==> config.mk <==
export PLATFORM = sky130hd
export DESIGN_NAME = decode_regfile_flat
export DESIGN_NICKNAME = d
export VERILOG_FILES = /design/src/rtl/decode_regfile_if.sv /design/src/rtl/decode_regfile.sv /design/src/flat_wrapper.sv
export SDC_FILE = /design/constraint.sdc
export NUM_CORES = 2
export LEC_CHECK = 0
export ABC_AREA = 1
export BUFFER_PORTS_ARGS = -buffer_cell sky130_fd_sc_hd__buf_2
export CORE_ASPECT_RATIO = 0.5
export CORE_MARGIN = 4
export CORE_UTILIZATION = 30
export DETAILED_ROUTE_END_ITERATION = 8
export HOLD_SLACK_MARGIN = 0.12
export PLACE_DENSITY = 0.48
export SYNTH_ARGS = -nofsm -noshare
export SYNTH_HDL_FRONTEND = slang
export SYNTH_SLANG_ARGS = --single-unit
==> constraint.sdc <==
create_clock -name clk -period 2 [get_ports clk]
set_input_delay 0.2 -clock clk [delete_from_list [all_inputs] [get_ports clk]]
set_output_delay 0.2 -clock clk [all_outputs]
set_load 0.005 [all_outputs]
==> src/rtl/decode_regfile_if.sv <==
// decode_regfile_if: writeback write port, decode read/control inputs and execute-stage outputs
// of the decode register file. master drives the pipeline side; slave is the register file.
interface decode_regfile_if #(
  parameter int unsigned DATA_W = 32,
  parameter int unsigned ADDR_W = 5
);
  logic              RegWriteW;
  logic [ADDR_W-1:0] RDW;
  logic [DATA_W-1:0] ResultW;
  logic [ADDR_W-1:0] A1D;
  logic [ADDR_W-1:0] A2D;
  logic              ValidD;
  logic              EnD;
  logic              FlushE;
  logic [DATA_W-1:0] RD1E;
  logic [DATA_W-1:0] RD2E;
  logic [ADDR_W-1:0] RS1E;
  logic [ADDR_W-1:0] RS2E;
  logic              ValidE;

  modport master (
    output RegWriteW, RDW, ResultW, A1D, A2D, ValidD, EnD, FlushE,
    input  RD1E, RD2E, RS1E, RS2E, ValidE
  );

  modport slave (
    input  RegWriteW, RDW, ResultW, A1D, A2D, ValidD, EnD, FlushE,
    output RD1E, RD2E, RS1E, RS2E, ValidE
  );
endinterface

==> src/rtl/decode_regfile.sv <==
// decode_regfile: architectural register file with a registered decode-to-execute read boundary.
// Define REGFILE_BYPASS_EN to forward a same-edge writeback into the captured operands.
module decode_regfile #(
  parameter int unsigned DATA_W = 32,
  parameter int unsigned NREG   = 32,
  parameter int unsigned ADDR_W = 5
) (
  input logic             clk,
  input logic             rst,
  decode_regfile_if.slave bus
);

  logic [DATA_W-1:0] regs [NREG];
  logic [DATA_W-1:0] rd1_next;
  logic [DATA_W-1:0] rd2_next;
  logic              wr_ok;

  // x0 and indices beyond NREG never commit
  assign wr_ok = bus.RegWriteW && (bus.RDW != '0) && (32'(bus.RDW) < NREG);

  always_ff @(posedge clk) begin
    if (!rst) begin
      for (int unsigned i = 0; i < NREG; i++) regs[i] <= '0;
    end else if (wr_ok) begin
      regs[bus.RDW] <= bus.ResultW;
    end
  end

  always_comb begin
    rd1_next = '0;
    rd2_next = '0;
    if ((bus.A1D != '0) && (32'(bus.A1D) < NREG)) rd1_next = regs[bus.A1D];
    if ((bus.A2D != '0) && (32'(bus.A2D) < NREG)) rd2_next = regs[bus.A2D];
`ifdef REGFILE_BYPASS_EN
    if (wr_ok && (bus.RDW == bus.A1D)) rd1_next = bus.ResultW;
    if (wr_ok && (bus.RDW == bus.A2D)) rd2_next = bus.ResultW;
`endif
  end

  // Reset beats flush, flush beats stall; a stall leaves every execute register untouched
  always_ff @(posedge clk) begin
    if (!rst || bus.FlushE) begin
      bus.RD1E   <= '0;
      bus.RD2E   <= '0;
      bus.RS1E   <= '0;
      bus.RS2E   <= '0;
      bus.ValidE <= 1'b0;
    end else if (bus.EnD) begin
      bus.RD1E   <= rd1_next;
      bus.RD2E   <= rd2_next;
      bus.RS1E   <= bus.A1D;
      bus.RS2E   <= bus.A2D;
      bus.ValidE <= bus.ValidD;
    end
  end

endmodule
==> src/flat_wrapper.sv <==
// flat-port wrapper written by rule: the top's interface ports become plain ports
module decode_regfile_flat 
#(
  parameter int unsigned DATA_W = 32,
  parameter int unsigned NREG   = 32,
  parameter int unsigned ADDR_W = 5
)
  (clk, rst, bus_RegWriteW, bus_RDW, bus_ResultW, bus_A1D, bus_A2D, bus_ValidD, bus_EnD, bus_FlushE, bus_RD1E, bus_RD2E, bus_RS1E, bus_RS2E, bus_ValidE);
  decode_regfile_if #(.DATA_W(DATA_W), .ADDR_W(ADDR_W)) bus_i ();
  input logic clk;
  input logic rst;
  input wire logic [$bits(bus_i.RegWriteW)-1:0] bus_RegWriteW;
  input wire logic [$bits(bus_i.RDW)-1:0] bus_RDW;
  input wire logic [$bits(bus_i.ResultW)-1:0] bus_ResultW;
  input wire logic [$bits(bus_i.A1D)-1:0] bus_A1D;
  input wire logic [$bits(bus_i.A2D)-1:0] bus_A2D;
  input wire logic [$bits(bus_i.ValidD)-1:0] bus_ValidD;
  input wire logic [$bits(bus_i.EnD)-1:0] bus_EnD;
  input wire logic [$bits(bus_i.FlushE)-1:0] bus_FlushE;
  output wire logic [$bits(bus_i.RD1E)-1:0] bus_RD1E;
  output wire logic [$bits(bus_i.RD2E)-1:0] bus_RD2E;
  output wire logic [$bits(bus_i.RS1E)-1:0] bus_RS1E;
  output wire logic [$bits(bus_i.RS2E)-1:0] bus_RS2E;
  output wire logic [$bits(bus_i.ValidE)-1:0] bus_ValidE;
  assign bus_i.RegWriteW = bus_RegWriteW;
  assign bus_i.RDW = bus_RDW;
  assign bus_i.ResultW = bus_ResultW;
  assign bus_i.A1D = bus_A1D;
  assign bus_i.A2D = bus_A2D;
  assign bus_i.ValidD = bus_ValidD;
  assign bus_i.EnD = bus_EnD;
  assign bus_i.FlushE = bus_FlushE;
  assign bus_RD1E = bus_i.RD1E;
  assign bus_RD2E = bus_i.RD2E;
  assign bus_RS1E = bus_i.RS1E;
  assign bus_RS2E = bus_i.RS2E;
  assign bus_ValidE = bus_i.ValidE;
  decode_regfile #(.DATA_W(DATA_W), .NREG(NREG), .ADDR_W(ADDR_W)) u_core (.clk(clk), .rst(rst), .bus(bus_i));
endmodule
* Word-level counts from Yosys, hierarchy flattened *
Memory sizes are Yosys's and may differ from the RTL's.
Index checks and enable logic that the tools add are counted.

operators by class
  muxes and demuxes = 9
  reduce and logical (&&, ||, !) cells = 7

operator list
  kind                 count
  2-to-1 mux 32 bit    3
  OR reduction 32 bit  1
  nonzero test 5 bit   3
  2-to-1 mux 1 bit     5
  2-to-1 mux 5 bit     1
  logical AND 1 bit    1
  logical NOT 1 bit    1
  logical OR 1 bit     1

word-level totals
  register bits = 75
  RAM bits = 1024
  input bits = 53
  output and inout port bits = 75
  logic and storage cells = 22
  memories = 1

memories
  name         words  width  read ports  clocked after Yosys merged registers in  wr ports  line                  RTL
  u_core.regs  32     32     2           0                                        32        decode_regfile.sv:13  logic [DATA_W-1:0] regs [NREG];

* Logic depth before layout (Yosys ltp) *
  depth in word-level cells = 7
  gate-level depth with buffers = 13
  mapped depth without buffers = 11

* Worst setup path before layout *
Ideal clock, no wire load.

  kind = input port to flip-flop
  start point = input port bus_RDW[4]
  end point = memory u_core.regs[29][0] (enable)
  setup time = 478 ps
  data arrival time = 1628 ps
  data required time = 1522 ps
  setup slack = -106 ps
  stages on the path = 9
  buffers on the path = 1
  cell sequence = nor3_2 -> nand2_1 -> nand3_1 -> inv_2 -> nand2_1 -> inv_1 -> nand2_1 -> buf_4 -> nand2_1

RTL lines
  what             line                  RTL
  start, declared  flat_wrapper.sv:13    input wire logic [$bits(bus_i.RDW)-1:0] bus_RDW;
  end, declared    decode_regfile.sv:13

* Worst setup path after layout *
  start point = input port bus_A2D[0]
  end point = register u_core.bus.RD2E[18]

between the ends
  longest elaborated chain between the ends = 2
  elaborated cells on any way between the ends = 3
  classes of those cells = 1 x mux; 1 x reduce/logical; 1 x memory

RTL lines
  what                                                                    line                     RTL
  start, declared                                                         flat_wrapper.sv:16       input wire logic [$bits(bus_i.A2D)-1:0] bus_A2D;
  memory read (32 x 32 bit) / nonzero test 5 bit (equally long branches)  -
  2-to-1 mux 32 bit (*)                                                   decode_regfile.sv:33     if ((bus.A2D != '0) && (32'(bus.A2D) < NREG)) rd2_next = regs[bus.A2D];
  end signal, assigned                                                    decode_regfile.sv:50     bus.RD2E <= rd2_next;
  end, declared                                                           decode_regfile_if.sv:28  output RD1E, RD2E, RS1E, RS2E, ValidE

Every way passes the cells marked *; elsewhere a longest branch is shown, timed or not.
A chain may end at the register's enable or synchronous reset.

==> results.yml <==
status:
  outcome: "complete, no violations"
setup_path:
  crit_chain: "dlygate4sd3_1 -> buf_8 -> buf_4 -> buf_12 -> buf_4 -> nand2_1 -> a21oi_1 -> nand3b_1 -> nand3_1 -> nand2_1 -> nand2_1 -> a21oi_1"
  r2r-end: "u_core.bus.RD2E[16]"
  crit_top_cell: "nand2_1"
  r2r_slack_ns: 0.57
  slowest_delay_ns: 0.56
  worstPathRequired_ns: 2.68
  critical_path.max_fanout: 34
  path_delay_family: "buffers and inverters"
  r2r-start: "u_core.regs[0][16]"
  r2r_cells: 8
  path_buf_inv: 5
  slowest_stage: "dlygate4sd3_1"
  critPathKind: "in -> reg"
  crit_path_end_kind: "flip-flop"
  cp_data_arrival_time_ns: 2.46
  startpoint_type: "input pin"
floorplan:
  design.core.area_um2: 197100
  die_area_um2: 206300
  die_y_um: 323.2
  rows: 115
  dieWidth_um: 638.4
  start_util_pct: 30.24
  num_io_pins: 128
logic_synthesis:
  synth_top_cell_by_area: "edfxtp_1"
  synth_xor_area_share_pct: 0
  synth_area_leaders: "edfxtp_1 (52%), nand2_1 (18%), nand3_1 (9.7%)"
  synth_seq_cells: 1099
  syn_inst: 7375
  syn_avg_cell_area_um2: 8.083
  synth.mux.area_fraction_pct: 0
  ys_seq_area_share_pct: 54.10
  yosys_warnings: 0
  synth_compound_area_share_pct: 3.377
  synth_area_um2: 59610
  synth_fa_ha_area_share_pct: 0
  yosys.area_share.simple_pct: 35.56
  synth_cell_types: 25
  synth_top_family_by_area: "simple AND/OR/NAND/NOR gates"
  synth_top_cell_area_share_pct: 51.58
route:
  vias_per_cell: 5.423
  ant_nets: 0
  num_vias: 55550
  route.detailed.drc: 0
  wl_per_cell_um: 26.44
  dr.pass1.iters: 7
  first_iter_violations: 8041
  totalWireLength_mm: 270.9
timing:
  fmax_mhz: 561.7
  tightest_slew_ns: 0.5404
  fin_crit_ns: 1.780
  rsz0062_at_grt: "false"
  finalSetupViolCount: 0
  slew_headroom_pct: 63.97
  final_max_slew_viol_count: 0
  final_hold_viol_count: 0
  period_share_pct: 89.01
  finClkSkew_ns: 0.02164
cells_and_area:
  layout.nets: 7564
  instances_no_fill: 10244
  fillers: 20203
  drive_gt1_share_pct: 10.88
  multiInputGateArea_um2: 23500
  fin_area_um2: 70220
  regArea_um2: 32250
  area_delta_synth_final_pct: 17.80
grt:
  grt_pass1_wl_mm: 380.8
  antenna_found_initial: 5
  first_global_vias: 51056
  overflow: 0
  grt_usage_pct: 25.50
  grt_max_degree: 83
pwr:
  p_leak_nw: 29.20
  peakVddDrop_uv: 704.2
  power-per-cell-area_nw_per_um2: 812.9
cts:
  cts_tree: "done"
  clockBufferDepth: 3
  cts.sinks: 1099
  cts_root_buffer: "clkbuf_16"
  clk_latency_ns: 0.77
  h-tree-depth: 3
  clk_pin_slew_worst_paths_ns: 0.06
  cts_resized: 0
  numCtsBuffers: 114
place:
  placed_cell_area_um2: 66170
  io_buffers: 127
  gp_congestion: 0.8892
  dp.cells: 9987
  dpl.hpwl_mm: 173.1
flow_run:
  drv_cap: 0
min_path:
  hp-start: "bus_A2D[1]"
  min_path_cells: 7
  whs_endpoint: "u_core.bus.RD2E[4]"
  hp-class: "in -> reg"
worst max-delay path by stage:
stage                       start                   to  slack, ns  cells after the start
4_1_cts        u_core.bus.RS2E[0]          bus_RS2E[0]       0.26                      1
2_1_floorplan          bus_RDW[4]   u_core.regs[13][0]      -0.11                      9
3_3_place_gp           bus_RDW[1]   u_core.regs[2][24]     -0.002                     10
6_report               bus_A2D[0]  u_core.bus.RD2E[18]       0.22                     12
3_5_place_dp           bus_RDW[1]   u_core.regs[2][24]     -0.007                     10
5_1_grt                bus_A2D[0]  u_core.bus.RD2E[17]       0.18                     13
metal layers:
layer | wire [µm] | global-route usage (%) | up-vias | share of wire [%]
li1 | - | - | 24575 | -
met1 | 115500 | 36.75 | 27044 | 43
met2 | 114700 | 37.87 | 3453 | 42
met3 | 30880 | 5.449 | 478 | 11
met4 | 9856 | 8.590 | 0 | 3.6
met5 | 0 | 0 | - | 0
flip-flops by register name, indices dropped and copies added (netlist names):
| name | flops |
|---|---|
| u_core.bus.RD1E | 32 |
| u_core.bus.RD2E | 32 |
| u_core.bus.RS1E | 5 |
| u_core.bus.RS2E | 5 |
| u_core.bus.ValidE | 1 |
| u_core.regs | 1024 |
cell usage in the layout (no fill, tap or decap), types with 62 or more instances in the layout:
cell / netlist / layout
dfxtp_1: 75 / 75
nand2_2: 1 / 62
buf_2: 218 / 119
nand3b_1: 64 / 64
edfxtp_1: 1024 / 1024
buf_4: 169 / 245
buf_12: 0 / 216
nor2_1: 1068 / 1068
nand2_1: 2886 / 2823
a21oi_1: 382 / 382
nand3_1: 1155 / 1155
clkbuf_16: 0 / 120
power by group:
part	switching, mW	internal [mW]
combinational	5.66	2.56
sequential	0.716	26.3
clock	9.71	12.1
stage by stage:
| stage | TNS [ns] | worst slack, ns | hold slack (ns) | utilization (%) | power, mW |
|---|---|---|---|---|---|
| floorplan | -55.13 | -0.1056 | 0.3405 | - | 31.75 |
| global placement | -0.005548 | -0.001663 | 0.4451 | 33.57 | 35.51 |
| detailed placement | -0.03435 | -0.006957 | 0.4522 | 33.57 | 35.50 |
| CTS | 0 | 0.2563 | 0.1623 | 35.62 | 57.13 |
| global route | 0 | 0.1828 | 0.2161 | 35.62 | 58.90 |
| finish | 0 | 0.2198 | 0.1913 | 35.62 | 57.08 |
cell families (layout without fill, tap and decap cells):
kind of cell	count (synthesis)	count (layout)
and+or+nand+nor	5187	5187
DFF	1099	1099
buffers and inverters	693	898
AOI/OAI and AO/OA	395	395
other	1	33
worst reg2reg max path: cells and delay by family (launching register included):
kind	cells	cell delay [ns]
simple gates	6	0.71
flops	1	0.42
compound gates	2	0.18
synthesized netlist by cell type (all sizes together):
library cell and count:
nand2 2887, nand3 1155, nor2 1070, edfxtp 1024
buf 491, a21oi 385, clkbuf 147, dfxtp 75
nand3b 64, inv 53, a211oi 10, nor3 8
clkinv 2, nand4 2, conb 1, or2 1
final cells by class:
class | instances | share of cell area [%]
Inverter | 55 | 0.3938
Multi-Input combinational cell | 5614 | 33.46
Clock inverter | 31 | 0.3956
Antenna cell | 1 | 0.003564
Clock buffer | 185 | 4.795
Sequential cell | 1099 | 45.93
Tap cell | 2632 | 4.690
Timing Repair Buffer | 627 | 10.33
timing repair:
item	CTS	global route
hold buffers	40	0
hold endpoints to repair	1022	0
setup buffers	0	0
Power figures use the tool's default switching activity.
